<file path="config.mk">
export PLATFORM = sky130hd
export DESIGN_NAME = divider_arbiter
export DESIGN_NICKNAME = d
export VERILOG_FILES = /design/src/rtl/divider_arbiter.sv
export SDC_FILE = /design/constraint.sdc
export NUM_CORES = 1
export LEC_CHECK = 0
export BUFFER_PORTS_ARGS = -buffer_cell sky130_fd_sc_hd__buf_2
export CORE_UTILIZATION = 50
export DETAILED_ROUTE_END_ITERATION = 8
export PLACE_DENSITY = 0.79
export SLEW_MARGIN = 20
export SYNTH_ARGS = -nofsm -noshare
export SYNTH_HDL_FRONTEND = slang
export SYNTH_SLANG_ARGS = --single-unit
</file>
<file path="constraint.sdc">
create_clock -name clk -period 2.2 [get_ports clk]
set_clock_uncertainty 0.05 [all_clocks]
set_input_delay 0.33 -clock clk [delete_from_list [all_inputs] [get_ports clk]]
set_output_delay 0.33 -clock clk [all_outputs]
set_load 0.03 [all_outputs]
</file>
<file path="src/rtl/divider_arbiter.sv">
// Round-robin front end that shares one sequential divider core between two
// requesters, trapping divide-by-zero locally and guarding the core with a watchdog.
module divider_arbiter #(
  parameter int W       = 4,
  parameter int TIMEOUT = 64
) (
  input  logic         clk,
  input  logic         resetp,
  input  logic         req0,
  input  logic         req1,
  input  logic [W-1:0] dvnd0,
  input  logic [W-1:0] dvnd1,
  input  logic [W-1:0] dvsr0,
  input  logic [W-1:0] dvsr1,
  output logic         ack0,
  output logic         ack1,
  output logic         rsp_valid0,
  output logic         rsp_valid1,
  input  logic         rsp_ready0,
  input  logic         rsp_ready1,
  output logic [W-1:0] rsp_quotient,
  output logic [W-1:0] rsp_remainder,
  output logic         rsp_err,
  output logic         core_go,
  output logic [W-1:0] core_dividend,
  output logic [W-1:0] core_divisor,
  input  logic         core_done,
  input  logic [W-1:0] core_quotient,
  input  logic [W-1:0] core_remainder
);

  localparam int CW = $clog2(TIMEOUT + 1);

  typedef enum logic [1:0] {IDLE, ISSUE, WAIT, RESP} state_t;

  state_t         state_reg, state_next;
  logic           owner_reg, owner_next;
  logic           last_reg, last_next;
  logic [CW-1:0]  cnt_reg, cnt_next;
  logic           ack0_reg, ack0_next, ack1_reg, ack1_next;
  logic           valid0_reg, valid0_next, valid1_reg, valid1_next;
  logic           err_reg, err_next;
  logic           go_reg, go_next;
  logic [W-1:0]   quo_reg, quo_next, rem_reg, rem_next;
  logic [W-1:0]   dvnd_reg, dvnd_next, dvsr_reg, dvsr_next;

  logic           grant;
  logic [W-1:0]   sel_dvnd, sel_dvsr;

  // With both requesting, the one that was not served last wins.
  assign grant    = (req0 && req1) ? !last_reg : req1;
  assign sel_dvnd = grant ? dvnd1 : dvnd0;
  assign sel_dvsr = grant ? dvsr1 : dvsr0;

  always_ff @(posedge clk) begin
    if (resetp) begin
      state_reg  <= IDLE;
      owner_reg  <= 1'b0;
      last_reg   <= 1'b1;
      cnt_reg    <= '0;
      ack0_reg   <= 1'b0;
      ack1_reg   <= 1'b0;
      valid0_reg <= 1'b0;
      valid1_reg <= 1'b0;
      err_reg    <= 1'b0;
      go_reg     <= 1'b0;
      quo_reg    <= '0;
      rem_reg    <= '0;
      dvnd_reg   <= '0;
      dvsr_reg   <= '0;
    end else begin
      state_reg  <= state_next;
      owner_reg  <= owner_next;
      last_reg   <= last_next;
      cnt_reg    <= cnt_next;
      ack0_reg   <= ack0_next;
      ack1_reg   <= ack1_next;
      valid0_reg <= valid0_next;
      valid1_reg <= valid1_next;
      err_reg    <= err_next;
      go_reg     <= go_next;
      quo_reg    <= quo_next;
      rem_reg    <= rem_next;
      dvnd_reg   <= dvnd_next;
      dvsr_reg   <= dvsr_next;
    end
  end

  always_comb begin
    state_next  = state_reg;
    owner_next  = owner_reg;
    last_next   = last_reg;
    cnt_next    = cnt_reg;
    ack0_next   = 1'b0;
    ack1_next   = 1'b0;
    go_next     = 1'b0;
    valid0_next = valid0_reg;
    valid1_next = valid1_reg;
    err_next    = err_reg;
    quo_next    = quo_reg;
    rem_next    = rem_reg;
    dvnd_next   = dvnd_reg;
    dvsr_next   = dvsr_reg;
    case (state_reg)
      IDLE: begin
        if (req0 || req1) begin
          owner_next = grant;
          ack0_next  = !grant;
          ack1_next  = grant;
          if (sel_dvsr == '0) begin
            // Zero divisor never reaches the core; answer immediately.
            state_next  = RESP;
            err_next    = 1'b1;
            quo_next    = '1;
            rem_next    = sel_dvnd;
            valid0_next = !grant;
            valid1_next = grant;
          end else begin
            state_next = ISSUE;
            dvnd_next  = sel_dvnd;
            dvsr_next  = sel_dvsr;
            go_next    = 1'b1;
          end
        end
      end
      ISSUE: begin
        cnt_next   = '0;
        state_next = WAIT;
      end
      WAIT: begin
        if (core_done) begin
          quo_next    = core_quotient;
          rem_next    = core_remainder;
          err_next    = 1'b0;
          valid0_next = !owner_reg;
          valid1_next = owner_reg;
          state_next  = RESP;
        end else if (cnt_reg == CW'(TIMEOUT - 1)) begin
          quo_next    = '0;
          rem_next    = '0;
          err_next    = 1'b1;
          valid0_next = !owner_reg;
          valid1_next = owner_reg;
          state_next  = RESP;
        end else begin
          cnt_next = cnt_reg + 1'b1;
        end
      end
      RESP: begin
        valid0_next = !owner_reg;
        valid1_next = owner_reg;
        if (owner_reg ? rsp_ready1 : rsp_ready0) begin
          last_next   = owner_reg;
          valid0_next = 1'b0;
          valid1_next = 1'b0;
          state_next  = IDLE;
        end
      end
      default: state_next = IDLE;
    endcase
  end

  assign ack0          = ack0_reg;
  assign ack1          = ack1_reg;
  assign rsp_valid0    = valid0_reg;
  assign rsp_valid1    = valid1_reg;
  assign rsp_quotient  = quo_reg;
  assign rsp_remainder = rem_reg;
  assign rsp_err       = err_reg;
  assign core_go       = go_reg;
  assign core_dividend = dvnd_reg;
  assign core_divisor  = dvsr_reg;

endmodule
</file>
==> results of run 1 <==
## final timing paths
| kind | startpoint | end | slack [ns] | depth (start not counted) |
|---|---|---|---|---|
| min reg2reg | cnt_reg[6] | cnt_reg[6] | 0.44 | 1 |
| max | state_reg[0] | rsp_remainder[0] | 0.20 | 6 |
| max reg2reg | state_reg[0] | rsp_remainder[0] | 0.20 | 6 |
| min | req1 | ack0 | 0.19 | 2 |
## cell type report
class,count,area share [%]
clock inverter,1,1.47
tap,44,2.70
timing repair buffer,57,14.6
sequential,33,32.4
inverter,7,1.29
multi-input combinational,135,44.8
clock buffer,7,2.70
## power groups by stage
stage                     logic [W]  clock network (W)  registers [W]
after floorplan            0.000707                  0        0.00112
after global placement      0.00125                  0       0.000867
after detailed placement    0.00127                  0       0.000872
after CTS                   0.00128           0.000480       0.000859
after global routing        0.00140           0.000510       0.000878
final                       0.00127           0.000468       0.000858
## metrics by stage
step | total power (W) | cell area (um2) | utilization [%] | std cells
2_1_floorplan | 0.00183 | 1660 | - | 186
3_3_place_gp | 0.00212 | 1950 | 63.0 | 276
3_5_place_dp | 0.00214 | 1950 | 63.0 | 276
4_1_cts | 0.00261 | 2040 | 65.7 | 284
5_1_grt | 0.00279 | 2040 | 65.7 | 284
6_report | 0.00260 | 2040 | 65.7 | 284
## cells in the final DEF, fill, tap and decap left out, types with 2 or more instances in the layout
cell	count
a21oi_1	21
a311oi_1	3
nor2b_1	2
nand2_1	12
mux2i_1	10
nor2_1	22
a31oi_1	3
nand2b_1	2
o2111ai_1	3
inv_1	7
nor3b_1	3
a311oi_2	2
nor3_1	2
nor4_1	2
buf_2	52
o21ai_0	6
buf_4	5
dfxtp_1	33
ha_1	6
a211oi_1	14
xor2_1	3
clkbuf_4	5
## critical path, delay by kind of cell (launching register included)
| kind | cells | cell delay [ns] |
|---|---|---|
| flip-flops | 1 | 0.35 |
| buffers and inverters | 2 | 0.26 |
| adder cells (fa/ha/maj) | 1 | 0.34 |
| AO/OA/AOI/OAI | 3 | 0.91 |
## layer usage
metal / global-route usage [%] / vias up
li1: - / 786
met1: 23.4 / 674
met2: 35.8 / 44
met3: 7.21 / 5
met4: 7.97 / 0
met5: 0 / -
## cells by family (layout without fill, tap and decap cells)
| kind of cell | count (synthesis) | after routing | share of synthesized area (%) |
|---|---|---|---|
| simple gates | 52 | 52 | 15.2 |
| flops | 33 | 33 | 39.8 |
| buf+inv | 18 | 72 | 5.05 |
| mux | 11 | 11 | 6.71 |
| compound gates | 63 | 63 | 27.2 |
| xor+xnor | 3 | 3 | 1.58 |
| fa+ha+maj | 6 | 6 | 4.52 |
==> flow_metrics.tcl, run 1 <==
set metrics [dict create \
    clk_path_buf_depth 2 \
    finalSetupViolCount 0 \
    dr.first_iter.drc_count 64 \
    dr_wl_met3_um 202 \
    crit_path_max_incr_delay_ns 0.49 \
    fin_tns_setup_ns 0 \
    synth-async-reset-ratio_pct 0 \
    synth-seq-area-share_pct 39.8 \
    seq_power_share_pct 33.0 \
    rsz0062_at_grt "no" \
    yosys-top-cells-area "dfxtp_1 40%, a211oi_1 6.3%, a21oi_1 6.3%" \
    whs_ns 0.192 \
    root_buffer "clkbuf_4" \
    p_sw_w 0.00111 \
    avgViaCountPerCell 5.31 \
    drc 0 \
    yosys_register_bits 33 \
    multi_input_area_um2 915 \
    m1WireLength_um 1580 \
    synth_area_leader_cell "dfxtp_1" \
    power.leakage_nw 0.899 \
    worstMarginPinSlew_ns 0.557 \
    synth_top_cells_by_count "33 x dfxtp_1, 22 x nor2_1, 21 x a21oi_1" \
    holdBufCountCts 0 \
    topRoutingLayerUsed "met4" \
    worst_ir_drop_vdd_v 0.000630 \
    core_um2 3100 \
    synth_top_area_share_pct 39.8 \
    grt_max_degree 30 \
    ys.flop_type "dfxtp_1" \
    syn_avg_cell_area_um2 8.92 \
    fin_nets 276 \
    swShare_pct 42.8 \
    cts_sinks 33 \
    dieArea_um2 3550 \
    powerDensity_nw_per_um2 1270 \
    grt.total_usage_pct 20.7 \
    worst-endpoint-required_ns 2.39 \
    slowest_stage "o22ai_2" \
    antenna_found_initial 0 \
    synth.distinct_cells 42 \
    ios 53 \
    path_class "reg2reg" \
    diodes 0 \
    hp-class "in2reg" \
    synth_cells 186 \
    combPwrFrac_pct 49.0 \
    initial_core_util_pct 53.5 \
    critPathMostFrequentCell "inv_1" \
    seq_area_um2 661 \
    start_kind "flop" \
    syn_to_final_growth_pct 22.9 \
    fmax_ghz 0.501 \
    dp_hpwl_um 2630 \
    pre_cts_slack_ns 0.165 \
    insertion_delay_ns 0.33 \
    status "finished, final reports clean" \
    path_clk_slew_ns 0.10 \
    rows 20 \
    synth_area_um2 1660 \
    grt_pass1_vias 1302 \
    drt_wl_total_um 3520 \
    maxSlewViolCount 0 \
    cts_setup_buffers 0 \
    routed-via-count 1509 \
    maxCapViolCount 0 \
    drtPass1Iterations 4 \
    cts_resized 0 \
    grt_pass1_wl_um 5420 \
    gr-total-overflow 0 \
    cts_buffers 5 \
    drt.antenna.violating_nets 0 \
    drive_above_1_share_pct 31.3 \
    wl_per_cell_um 12.4 \
    die_x_um 59.6 \
    period_share_pct 90.7 \
    yosys_warnings 0 \
    fp.dieH_um 59.6 \
    synth.most_common_cell "dfxtp_1" \
    nFillCells 287 \
    crit_arrival_ns 2.19 \
    p_clk_share_pct 18.0 \
    synth_fp_nets 223 \
    wl_met2_um 1690 \
    finalCriticalPeriod_ns 2.00 \
    finalHoldViolCount 0 \
    crit_chain "inv_1 -> ha_1 -> inv_1 -> o22ai_2 -> a21oi_1 -> a311oi_1" \
    largest_reg_flops 7 \
    slew_headroom_pct 62.9 \
    cp_max_fo 13 \
    setup_ws_ns 0.204 \
    internal_power_w 0.00149 \
    cts_tree "yes" \
    endpoint_kind "flop" \
    cts_htree_levels 2 \
    gp_congestion 0.835 \
    synth_edf_count 0 \
    portBuffers 52 \
]
Power figures use the tool's default switching activity.
==> run 2: changes to the inputs <==
--- a/config.mk
+++ b/config.mk
@@ -6,9 +6,9 @@
 export NUM_CORES = 1
 export LEC_CHECK = 0
 export BUFFER_PORTS_ARGS = -buffer_cell sky130_fd_sc_hd__buf_2
-export CORE_UTILIZATION = 50
+export CORE_UTILIZATION = 54
 export DETAILED_ROUTE_END_ITERATION = 8
-export PLACE_DENSITY = 0.79
+export PLACE_DENSITY = 0.84
 export SLEW_MARGIN = 20
 export SYNTH_ARGS = -nofsm -noshare
 export SYNTH_HDL_FRONTEND = slang
==> constraint.sdc (replaced) <==
create_clock -name clk -period 2.5 [get_ports clk]
set_clock_uncertainty 0.05 [all_clocks]
set_input_delay 0.375 -clock clk [delete_from_list [all_inputs] [get_ports clk]]
set_output_delay 0.375 -clock clk [all_outputs]
set_load 0.03 [all_outputs]
==> run 2 against run 1 <==
Compared with the run above: the run now ends with DRC left; hold slack improved by 0.034 ns; sequential share of layout area rose by 0.63 points; flip-flop and latch count did not move; highest routed layer unchanged; core utilization grew 5.0 points; final area fell by 1.9%; critical endpoint is now rsp_err; die area fell by 7.2%; first-iteration DRC count is 17% lower; setup slack better by 0.083 ns; sequential power is 12% lower.
==> flow_metrics.tcl, run 2 (synthesis results as in run 1) <==
set metrics [dict create \
    syn_to_final_growth_pct 20.6 \
    crit_arrival_ns 2.43 \
    crit_path_max_incr_delay_ns 0.55 \
    root_buffer "clkbuf_4" \
    holdBufCountCts 0 \
    endpoint_kind "flop" \
    violations "DRC" \
    crit_chain "inv_1 -> ha_1 -> inv_1 -> o22ai_2 -> a21oi_1 -> a311oi_2" \
    fin_tns_setup_ns 0 \
    powerDensity_nw_per_um2 1130 \
    largest_reg_flops 7 \
    drc 5 \
    grt_pass1_wl_um 5940 \
    cp_num_buf_inv 2 \
    fmax_ghz 0.452 \
    avgViaCountPerCell 5.75 \
    fin_nets 273 \
    dieArea_um2 3300 \
    path_clk_slew_ns 0.10 \
    drtPass1Iterations 6 \
    path_depth 6 \
    start_kind "flop" \
    drt_wl_total_um 3610 \
    critical-path-top-delay-family "compound AO/OA/AOI/OAI gates" \
    cp_max_fo 17 \
    finalHoldViolCount 0 \
    rr_startpoint "state_reg[0]" \
    hold_path.startpoint "req1" \
    critPathMostFrequentCell "inv_1" \
    cp-startpoint "state_reg[0]" \
    worst_ir_drop_vdd_v 0.000676 \
    final_cells 268 \
    clk_path_buf_depth 2 \
    cts_sinks 33 \
    worst-endpoint-required_ns 2.71 \
    setup_ws_ns 0.287 \
    reg2reg_slack_ns 0.29 \
    period_share_pct 88.5 \
    drt.antenna.violating_nets 0 \
    slew_headroom_pct 60.7 \
    cts_resized 0 \
    insertion_delay_ns 0.34 \
    finalSetupViolCount 0 \
    gr-total-overflow 0 \
    rr_worst_depth 6 \
    hp-class "in2reg" \
    dp_hpwl_um 2670 \
    core_um2 2830 \
    path_class "reg2reg" \
    maxCapViolCount 0 \
    cts_setup_buffers 0 \
    die_x_um 57.4 \
    finalCriticalPeriod_ns 2.21 \
    routed-via-count 1541 \
    final_common_cell "buf_2" \
    ios 53 \
    nFillCells 236 \
    rsz0062_at_grt "no" \
    drive_above_1_share_pct 30.4 \
    diodes 0 \
    cts_buffers 5 \
    antenna_found_initial 0 \
    grt_max_degree 30 \
    dr.first_iter.drc_count 53 \
    initial_core_util_pct 58.6 \
    cts_htree_levels 2 \
    status "finished with violations" \
    power.leakage_nw 0.884 \
    worst_r2r_endpoint "rsp_err" \
    gp_congestion 0.853 \
    final_cell_mix "52 x buf_2, 33 x dfxtp_1, 22 x nor2_1, 21 x a21oi_1, 14 x a211oi_1" \
    grt_pass1_vias 1377 \
    maxSlewViolCount 0 \
    min_to "ack0" \
    portBuffers 52 \
    cts_tree "yes" \
    rows 19 \
    pre_cts_slack_ns 0.326 \
    worstMarginPinSlew_ns 0.590 \
    slowest_stage "ha_1" \
    hold_depth 2 \
    fp.dieH_um 57.4 \
    wl_per_cell_um 13.5 \
    grt.total_usage_pct 23.5 \
    place_inst 260 \
]
run 2: changes by cell type in the layout (fill, tap and decap cells not counted):
cell   delta
buf_4     -3
run 2: layer usage:
metal	GRT usage, %	routed length, um
met2	40.7	1830
met1	27.4	1550
met4	6.27	30
met3	8.16	197
met5	0	0
run 2: worst max-delay path by stage:
stage / slack (ns) / end
floorplan: 0.72 / rsp_err
global placement: 0.40 / rsp_err
detailed placement: 0.33 / rsp_err
CTS: 0.28 / rsp_err
global route: 0.04 / rsp_remainder[1]
finish: 0.29 / rsp_err
run 2: metrics by stage:
stage                     area [um2]  power [W]  hold WS, ns  util [%]
after global routing            2000    0.00243        0.217      70.7
final                           2000    0.00227        0.227      70.7
after CTS                       2000    0.00228        0.209      70.7
after detailed placement        1920    0.00186        0.419      67.7
after global placement          1920    0.00184        0.412      67.7
after floorplan                 1660    0.00161        0.400         -
run 2: power breakdown:
group / internal (W) / switching, W / leakage, nW / total, W
Combinational: 0.000374 / 0.000721 / 0.568 / 0.00110
Sequential: 0.000671 / 0.0000870 / 0.270 / 0.000758
Clock: 0.000239 / 0.000178 / 0.0455 / 0.000417
run 2: layout make-up:
type	instances	area (um2)	share of cell area, %
tap	31	38.8	1.94
inverter	7	26.3	1.31
clock buffer	7	55.1	2.75
clock inverter	1	30.0	1.50
timing repair buffer	54	275	13.8
multi-input combinational	135	915	45.7
sequential	33	661	33.0
run 2: worst register-to-register path, cell delays in order (launching register included):
cell	delay, ns
dfxtp_1	0.34
inv_1	0.13
ha_1	0.55
inv_1	0.16
o22ai_2	0.51
a21oi_1	0.17
a311oi_2	0.24
